### src/rtl/player_ctrl.sv
// -----------------------------------------------------------------------------
// player_ctrl
//   Player position / lives controller for the LED dodging game.
//   Three raw buttons (BtnL, BtnR, Start) are synchronised, optionally
//   debounced, and turned into single-cycle pulses that drive a five-state
//   game FSM (IDLE, PLAY, HIT, WIN, OVER).
//
//   Build option:
//     PLAYER_DEBOUNCE_EN  defined   -> each synchronised button must hold a new
//                                      level for DEBOUNCE_CYCLES cycles before
//                                      it is accepted.
//                         undefined -> edge detection acts directly on the
//                                      synchronised buttons; DEBOUNCE_CYCLES
//                                      is not used.
// -----------------------------------------------------------------------------
module player_ctrl #(
    parameter int DEBOUNCE_CYCLES = 500000,
    parameter int HIT_CYCLES      = 25000000,
    parameter int LIVES_INIT      = 3
) (
    input  logic       Clk,
    input  logic       Clr,
    input  logic       BtnL,
    input  logic       BtnR,
    input  logic       Start,
    input  logic [6:0] obstacle,
    output logic [6:0] Player,
    output logic [1:0] Lives,
    output logic       Hit,
    output logic       Win,
    output logic       GameOver
);

    // Button lanes inside the packed button vectors.
    localparam int BTN_L = 0;
    localparam int BTN_R = 1;
    localparam int BTN_S = 2;

    localparam int               HIT_W       = $clog2(HIT_CYCLES + 1);
    localparam logic [HIT_W-1:0] HIT_LAST    = HIT_W'(HIT_CYCLES - 1);
    localparam logic [1:0]       LIVES_START = 2'(LIVES_INIT);
    localparam logic [6:0]       POS_FIRST   = 7'b0000001;
    localparam logic [6:0]       POS_LAST    = 7'b1000000;

    typedef enum logic [2:0] {
        S_IDLE,
        S_PLAY,
        S_HIT,
        S_WIN,
        S_OVER
    } state_e;

    logic [2:0]       btn_raw;
    logic [2:0]       sync_q1;
    logic [2:0]       sync_q2;
    logic [2:0]       btn_level;
    logic [2:0]       btn_level_d;
    logic [2:0]       btn_pulse;
    logic             p_l;
    logic             p_r;
    logic             p_s;

    state_e           state_q;
    state_e           state_d;
    logic [6:0]       player_d;
    logic [1:0]       lives_d;
    logic [HIT_W-1:0] hit_cnt;
    logic             hit_done;

    assign btn_raw = {Start, BtnR, BtnL};

    // Two-flop synchroniser for all three asynchronous buttons.
    always_ff @(posedge Clk or posedge Clr) begin
        if (Clr) begin
            sync_q1 <= '0;
            sync_q2 <= '0;
        end else begin
            // NOTE: non-blocking assignments make sync_q2 take the old sync_q1,
            // giving two real flop stages; blocking would collapse them to one.
            sync_q1 <= btn_raw;
            sync_q2 <= sync_q1;
        end
    end

`ifdef PLAYER_DEBOUNCE_EN
    localparam int            DB_W    = $clog2(DEBOUNCE_CYCLES + 1);
    localparam logic [DB_W-1:0] DB_LAST = DB_W'(DEBOUNCE_CYCLES - 1);

    logic [DB_W-1:0] db_cnt [3];

    // Debounce: accept a new level only after it has differed from the
    // accepted level for DEBOUNCE_CYCLES consecutive cycles.
    always_ff @(posedge Clk or posedge Clr) begin
        if (Clr) begin
            btn_level <= '0;
            // NOTE: db_cnt is an array of ordinary flops, not a RAM, so every
            // entry is cleared by the async reset like any other state.
            for (int i = 0; i < 3; i++) begin
                db_cnt[i] <= '0;
            end
        end else begin
            for (int i = 0; i < 3; i++) begin
                if (sync_q2[i] == btn_level[i]) begin
                    db_cnt[i] <= '0;
                end else if (db_cnt[i] == DB_LAST) begin
                    btn_level[i] <= sync_q2[i];
                    db_cnt[i]    <= '0;
                end else begin
                    db_cnt[i] <= db_cnt[i] + 1'b1;
                end
            end
        end
    end
`else
    assign btn_level = sync_q2;
`endif

    // Previous accepted level, used for rising-edge detection.
    always_ff @(posedge Clk or posedge Clr) begin
        if (Clr) begin
            btn_level_d <= '0;
        end else begin
            btn_level_d <= btn_level;
        end
    end

    assign btn_pulse = btn_level & ~btn_level_d;
    assign p_l       = btn_pulse[BTN_L];
    assign p_r       = btn_pulse[BTN_R];
    assign p_s       = btn_pulse[BTN_S];

    // Freeze timer: counts the cycles spent in HIT, cleared everywhere else.
    always_ff @(posedge Clk or posedge Clr) begin
        if (Clr) begin
            hit_cnt <= '0;
        end else if (state_q == S_HIT && !hit_done) begin
            hit_cnt <= hit_cnt + 1'b1;
        end else begin
            hit_cnt <= '0;
        end
    end

    assign hit_done = (state_q == S_HIT) && (hit_cnt == HIT_LAST);

    // State register plus registered outputs; flags decode the next state so
    // they change on the same edge as the state itself.
    always_ff @(posedge Clk or posedge Clr) begin
        if (Clr) begin
            state_q  <= S_IDLE;
            Player   <= '0;
            Lives    <= '0;
            Hit      <= 1'b0;
            Win      <= 1'b0;
            GameOver <= 1'b0;
        end else begin
            state_q  <= state_d;
            Player   <= player_d;
            Lives    <= lives_d;
            Hit      <= (state_d == S_HIT);
            Win      <= (state_d == S_WIN);
            GameOver <= (state_d == S_OVER);
        end
    end

    // Next-state, next-position and next-lives logic.
    always_comb begin
        // NOTE: every output of this block gets a default first, so no path
        // leaves one unassigned and no latch is inferred.
        state_d  = state_q;
        player_d = Player;
        lives_d  = Lives;

        unique case (state_q)
            S_IDLE, S_WIN, S_OVER: begin
                if (p_s) begin
                    state_d  = S_PLAY;
                    player_d = POS_FIRST;
                    lives_d  = LIVES_START;
                end
            end

            S_PLAY: begin
                // Collision beats the win check and discards any move pulse.
                if ((Player & obstacle) != '0) begin
                    state_d = S_HIT;
                    if (Lives != 2'd0) begin
                        lives_d = Lives - 2'd1;
                    end
                end else if (Player == POS_LAST) begin
                    state_d = S_WIN;
                end else if (p_r && !p_l) begin
                    player_d = Player << 1;
                end else if (p_l && !p_r && Player != POS_FIRST) begin
                    player_d = Player >> 1;
                end
            end

            S_HIT: begin
                if (hit_done) begin
                    if (Lives == 2'd0) begin
                        state_d  = S_OVER;
                        player_d = '0;
                    end else begin
                        state_d  = S_PLAY;
                        player_d = POS_FIRST;
                    end
                end
            end

            default: begin
                state_d  = S_IDLE;
                player_d = '0;
                lives_d  = '0;
            end
        endcase
    end

endmodule

### config.mk
export PLATFORM = sky130hd
export DESIGN_NAME = player_ctrl
export DESIGN_NICKNAME = d
export VERILOG_FILES = /design/src/rtl/player_ctrl.sv
export SDC_FILE = /design/constraint.sdc
export NUM_CORES = 1
export LEC_CHECK = 0
export CAP_MARGIN = 10
export CORE_UTILIZATION = 54
export CTS_CLUSTER_SIZE = 24
export DETAILED_ROUTE_END_ITERATION = 10
export HOLD_SLACK_MARGIN = 0.12
export MAX_ROUTING_LAYER = met4
export PLACE_DENSITY = 0.73
export SYNTH_ARGS = -nofsm -noshare
export SYNTH_HDL_FRONTEND = slang
export SYNTH_SLANG_ARGS = --single-unit
export TNS_END_PERCENT = 50
### constraint.sdc
create_clock -name Clk -period 2.7 [get_ports Clk]
set_clock_uncertainty 0.05 [all_clocks]
set_input_delay 0.405 -clock Clk [delete_from_list [all_inputs] [get_ports Clk]]
set_output_delay 0.405 -clock Clk [all_outputs]
set_load 0.02 [all_outputs]
== Word-level counts from Yosys, hierarchy flattened ==
Cells that the tools add are included.

* Reduce and logical (&&, ||, !) cells: 15
* Add/subtract/negate cells: 2
* Eq/ne operators: 17
* Multiplexer cells: 19
* Bitwise gates (word level): 4

{| class="wikitable"
|+ Operators with widths
! cell !! count
|-
| $mux W7 || 6
|-
| $add A25 B1 Y25 const B || 1
|-
| $eq A25 B25 Y1 const B || 1
|-
| $mux W25 || 1
|-
| $pmux W7 S3 || 1
|-
| $mux W3 || 5
|-
| $eq A3 B2 Y1 const B || 4
|-
| $ne A2 B2 Y1 const B || 6
|-
| $pmux W3 S3 || 1
|-
| $and A7 B7 Y7 || 1
|-
| $eq A7 B7 Y1 const B || 1
|-
| $ne A7 B1 Y1 const B || 1
|-
| $reduce_bool A7 Y1 || 1
|-
| $eq A3 B3 Y1 const B || 2
|-
| $mux W2 || 3
|-
| $pmux W2 S3 || 1
|-
| $logic_and A1 B1 Y1 || 5
|-
| $reduce_and A5 Y1 || 1
|-
| $reduce_and A4 Y1 || 1
|-
| $and A3 B3 Y3 || 1
|-
| $eq A3 B1 Y1 const B || 1
|-
| $logic_not A1 Y1 || 3
|-
| $logic_not A3 Y1 || 1
|-
| $ne A3 B3 Y1 const B || 1
|-
| 7 further kinds || 7
|}

* Bits in registers: 49
* Output and inout port bits: 12

== Depth between registers and ports, before layout ==
* Depth in word-level cells: 10
* Mapped depth: 7
* Mapped depth without buffers: 6

== Worst setup path before layout ==
OpenSTA, ideal clock, no wires.

* Kind: reg2reg
* Start: reg hit_cnt[9]
* End: reg Player[0]
* Library setup time: 0.125 ns
* Arrival: 2.035 ns
* Slack: 0.490 ns
* Stages on the path, launching flop included: 5
* Cell sequence: dfrtp_1 > or4_4 > o41ai_4 > nand4b_4 > mux2_2

* Longest elaborated chain between the ends: 4

{| class="wikitable"
|+ Ends and longest elaborated chain
! element !! line !! text
|-
| from (decl) || 67 || <nowiki>logic [HIT_W-1:0] hit_cnt;</nowiki>
|-
| from (signal assigned) || 137 || <nowiki>hit_cnt <= hit_cnt + 1'b1;</nowiki>
|-
| $eq A25 B25 Y1 || 143 || <nowiki>assign hit_done = (state_q == S_HIT) && (hit_cnt == HIT_LAST);</nowiki>
|-
| $logic_and A1 B1 Y1 || 143 ||
|-
| $ne A2 B2 Y1 (no source line) || n/a ||
|-
| $reduce_and A5 Y1 (no source line) || n/a ||
|-
| to (signal assigned) || 157 || <nowiki>Player <= player_d;</nowiki>
|-
| to (decl) || 27 || <nowiki>output logic [6:0] Player,</nowiki>
|}

No other way between the ends.
A chain may end at the register's enable or synchronous reset.

== Worst setup path in the final report ==
* Start: reg hit_cnt[12]
* End: reg Player[1]

The elaborated chain is that of the path after synthesis.

==> impl_metrics.ini <==
[logic_synthesis]
synth-seq-cells = 49
asyncSetResetFlopFracSynth = 1.00
post_synthesis_adder_cell_area_fraction = 0.0106
postSynthAreaPerCell_um2 = 10.4
syn-instance-count = 227
ys_seq_area_frac = 0.521
synth.distinct_cells = 37
synth_top_family_by_area = simple AND/OR/NAND/NOR gates
synth_simple_gate_area_frac = 0.222
synth_edf_count = 0
syn_area_mm2 = 0.00235
synth_top_area_frac = 0.521
yosys.area_share.xor_xnor = 0.0819
synth.net_count = 241
synth_compound_gate_area_share = 0.0835
cell_taking_the_most_area_after_synthesis = dfrtp_1
synthesis.yosys.warnings = 0
synth.top_cells.by_area = dfrtp_1 52%, nor2_1 5.9%, xnor2_1 4.5%
dominantRegCellSynth = dfrtp_1
synth.mux.area_fraction = 0.0585

[global_route]
number_of_global_route_vias_before_repair = 1686
track_usage = 0.223
antenna_found_initial = 0
grt_overflow = 0
grt_max_degree = 26
grt_first_pass_wirelength_um = 7390

[setup_path]
critPathMaxFanout = 7
required_ns = 2.84
critPathCaptureType = register
crit_arrival_ns = 2.41
category_of_the_worst_setup_path_launch_point = register
setup.worst_path.class = register to register

[layout]
insertedDiodeCount = 0
sequential_cell_area_mm2 = 0.00123
layout-drive-gt1-share = 0.0930
area.growth.synth_to_final_pct = 18.2
finish.cell_count_without_fillers = 308
multi_input_comb_area_mm2 = 0.00107
nFillCells = 330
final_cell_mix = 49 x dfrtp_1, 37 x nor2_1, 23 x clkdlybuf4s50_1, 14 x nand3_1, 13 x nand2_1
final_net_count = 271
final_common_cell = dfrtp_1

[floorplanning]
initial_core_util = 0.576
floorplan.core_area_mm2 = 0.00409
die_area_mm2 = 0.00463
boundaryPins = 24
die-width_um = 68.0
die_height_um = 68.0
std_cell_rows = 23

[route]
via_per_inst = 5.60
routedWlPerCell_um = 14.5
drt_wl_total_um = 4460
vias = 1724
final_antenna_net_count = 0
first_iter_violations = 136
dr.pass1.iters = 4
post-route-drc-count = 0

[timing]
slew_violations = 0
timing_worst_slew_pin_value_ns = 0.532
timing.max_slew.rel_slack = 0.642
rsz0062_at_grt = false
final_period_minus_worst_setup_slack_ns = 2.28
hold_violations = 0
final.hold.worst_slack_ns = 0.302
total_negative_setup_slack_ns = 0
finalCritPeriodShare = 0.843
max_freq_ghz = 0.439
setup_viol = 0

[clocking]
clock_latency_ns = 0.29
worst_setup_hold_path_clk_slew_ns = 0.09
clock_tree.buffer_depth = 2
cts.repair_timing.setup_buffer_count = 0
cts-resized-gates = 0
cts-buffers-inserted = 5
cts_tree = yes
post_cts_hold_buffer_count = 0
cts.root.buffer_cell = clkbuf_8
cts_sinks = 49
h_tree_lvl_count = 2

[job]
number_of_max_capacitance_violations_reported = 0

[placed_design]
detailedPlacementHpwl_um = 3120
numPlacedInstances = 300
buffer_ports.inserted = 23
place.gp.congestion = 0.804

[power]
max_vdd_drop_mv = 0.332
cellLeakagePower_nw = 1.20
power_density_mw_per_mm2 = 727

[outcome]
run_status = finished, final reports clean

[hold_path]
worst_hold_path_type = register to register
cell usage after synthesis (3+ instances only):
cell      instances
dfrtp_1          49
nor2_1           37
nand3_1          14
nand2_1          13
xnor2_1          12
xor2_1           10
inv_1             9
a21oi_1           8
mux2i_1           7
nand4_1           7
mux2_2            6
nor4_1            5
o21ai_0           5
and3_1            4
clkbuf_1          4
nor3_1            4
a32o_1            3
nor2b_1           3
nor4b_1           3
per-stage QoR:
step	utilization	worst slack, ns	cell area (µm²)	power, mW
after floorplan	-	0.490	2350	1.31
after global placement	0.652	0.332	2670	1.49
after detailed placement	0.652	0.286	2670	1.50
after CTS	0.681	0.426	2780	2.04
after global routing	0.681	0.304	2780	2.14
final	0.681	0.424	2780	2.02
state kept, by name (all words and copies together) (netlist names):
signal / cells
hit_cnt: 25
Player: 7
btn_level: 3
btn_level_d: 3
state_q: 3
sync_q1: 3
Lives: 2
GameOver: 1
Hit: 1
Win: 1
power by group:
group / total (mW) / internal [mW] / switching (mW)
Combinational: 0.619 / 0.268 / 0.351
Clock: 0.533 / 0.302 / 0.231
Sequential: 0.869 / 0.800 / 0.0682
worst paths after layout:
kind	endpoint	cells past startpoint	slack (ns)	from
setup / recovery	Player[1]$_DFFE_PP0P_	5	0.42	hit_cnt[12]$_DFF_PP0_
hold / removal	btn_level[2]$_DFF_PP0_	0	0.30	sync_q1[2]$_DFF_PP0_
setup reg to reg	Player[1]$_DFFE_PP0P_	5	0.42	hit_cnt[12]$_DFF_PP0_
hold reg to reg	btn_level[2]$_DFF_PP0_	0	0.30	sync_q1[2]$_DFF_PP0_
max in group asynchronous	btn_level[2]$_DFF_PP0_	3	1.64	Clr
min in group asynchronous	hit_cnt[20]$_DFF_PP0_	2	0.40	Clr
area by class of cell:
type | count | share of cell area
flip-flops and latches | 49 | 0.441
clock inverters | 1 | 0.0108
multi-input cells | 164 | 0.386
repair buffers | 28 | 0.0963
inverters | 9 | 0.0121
clock buffers | 7 | 0.0310
well taps | 50 | 0.0225
routing by layer:
metal,part of all wire,global-route usage,routed length (µm),vias up
met5,0,-,0,-
met4,0.014,0.0859,64,0
met3,0.028,0.0417,123,6
met2,0.49,0.377,2200,26
met1,0.47,0.261,2070,829
li1,-,-,-,863
logic make-up (layout without fill, tap and decap cells):
logic type | Yosys count | after routing
AO/OA/AOI/OAI | 26 | 26
XOR/XNOR | 22 | 22
adder cells (fa/ha/maj) | 2 | 2
buffers and inverters | 14 | 45
flip-flops | 49 | 49
multiplexers | 13 | 13
AND/OR/NAND/NOR | 101 | 101
critical path, stage by stage (launching register included):
cell	delay, ns
dfrtp_1	0.43
nand4_1	0.13
or4_4	0.46
o41ai_4	0.54
nand4b_4	0.23
mux2_2	0.33
Power figures use the tool's default switching activity.
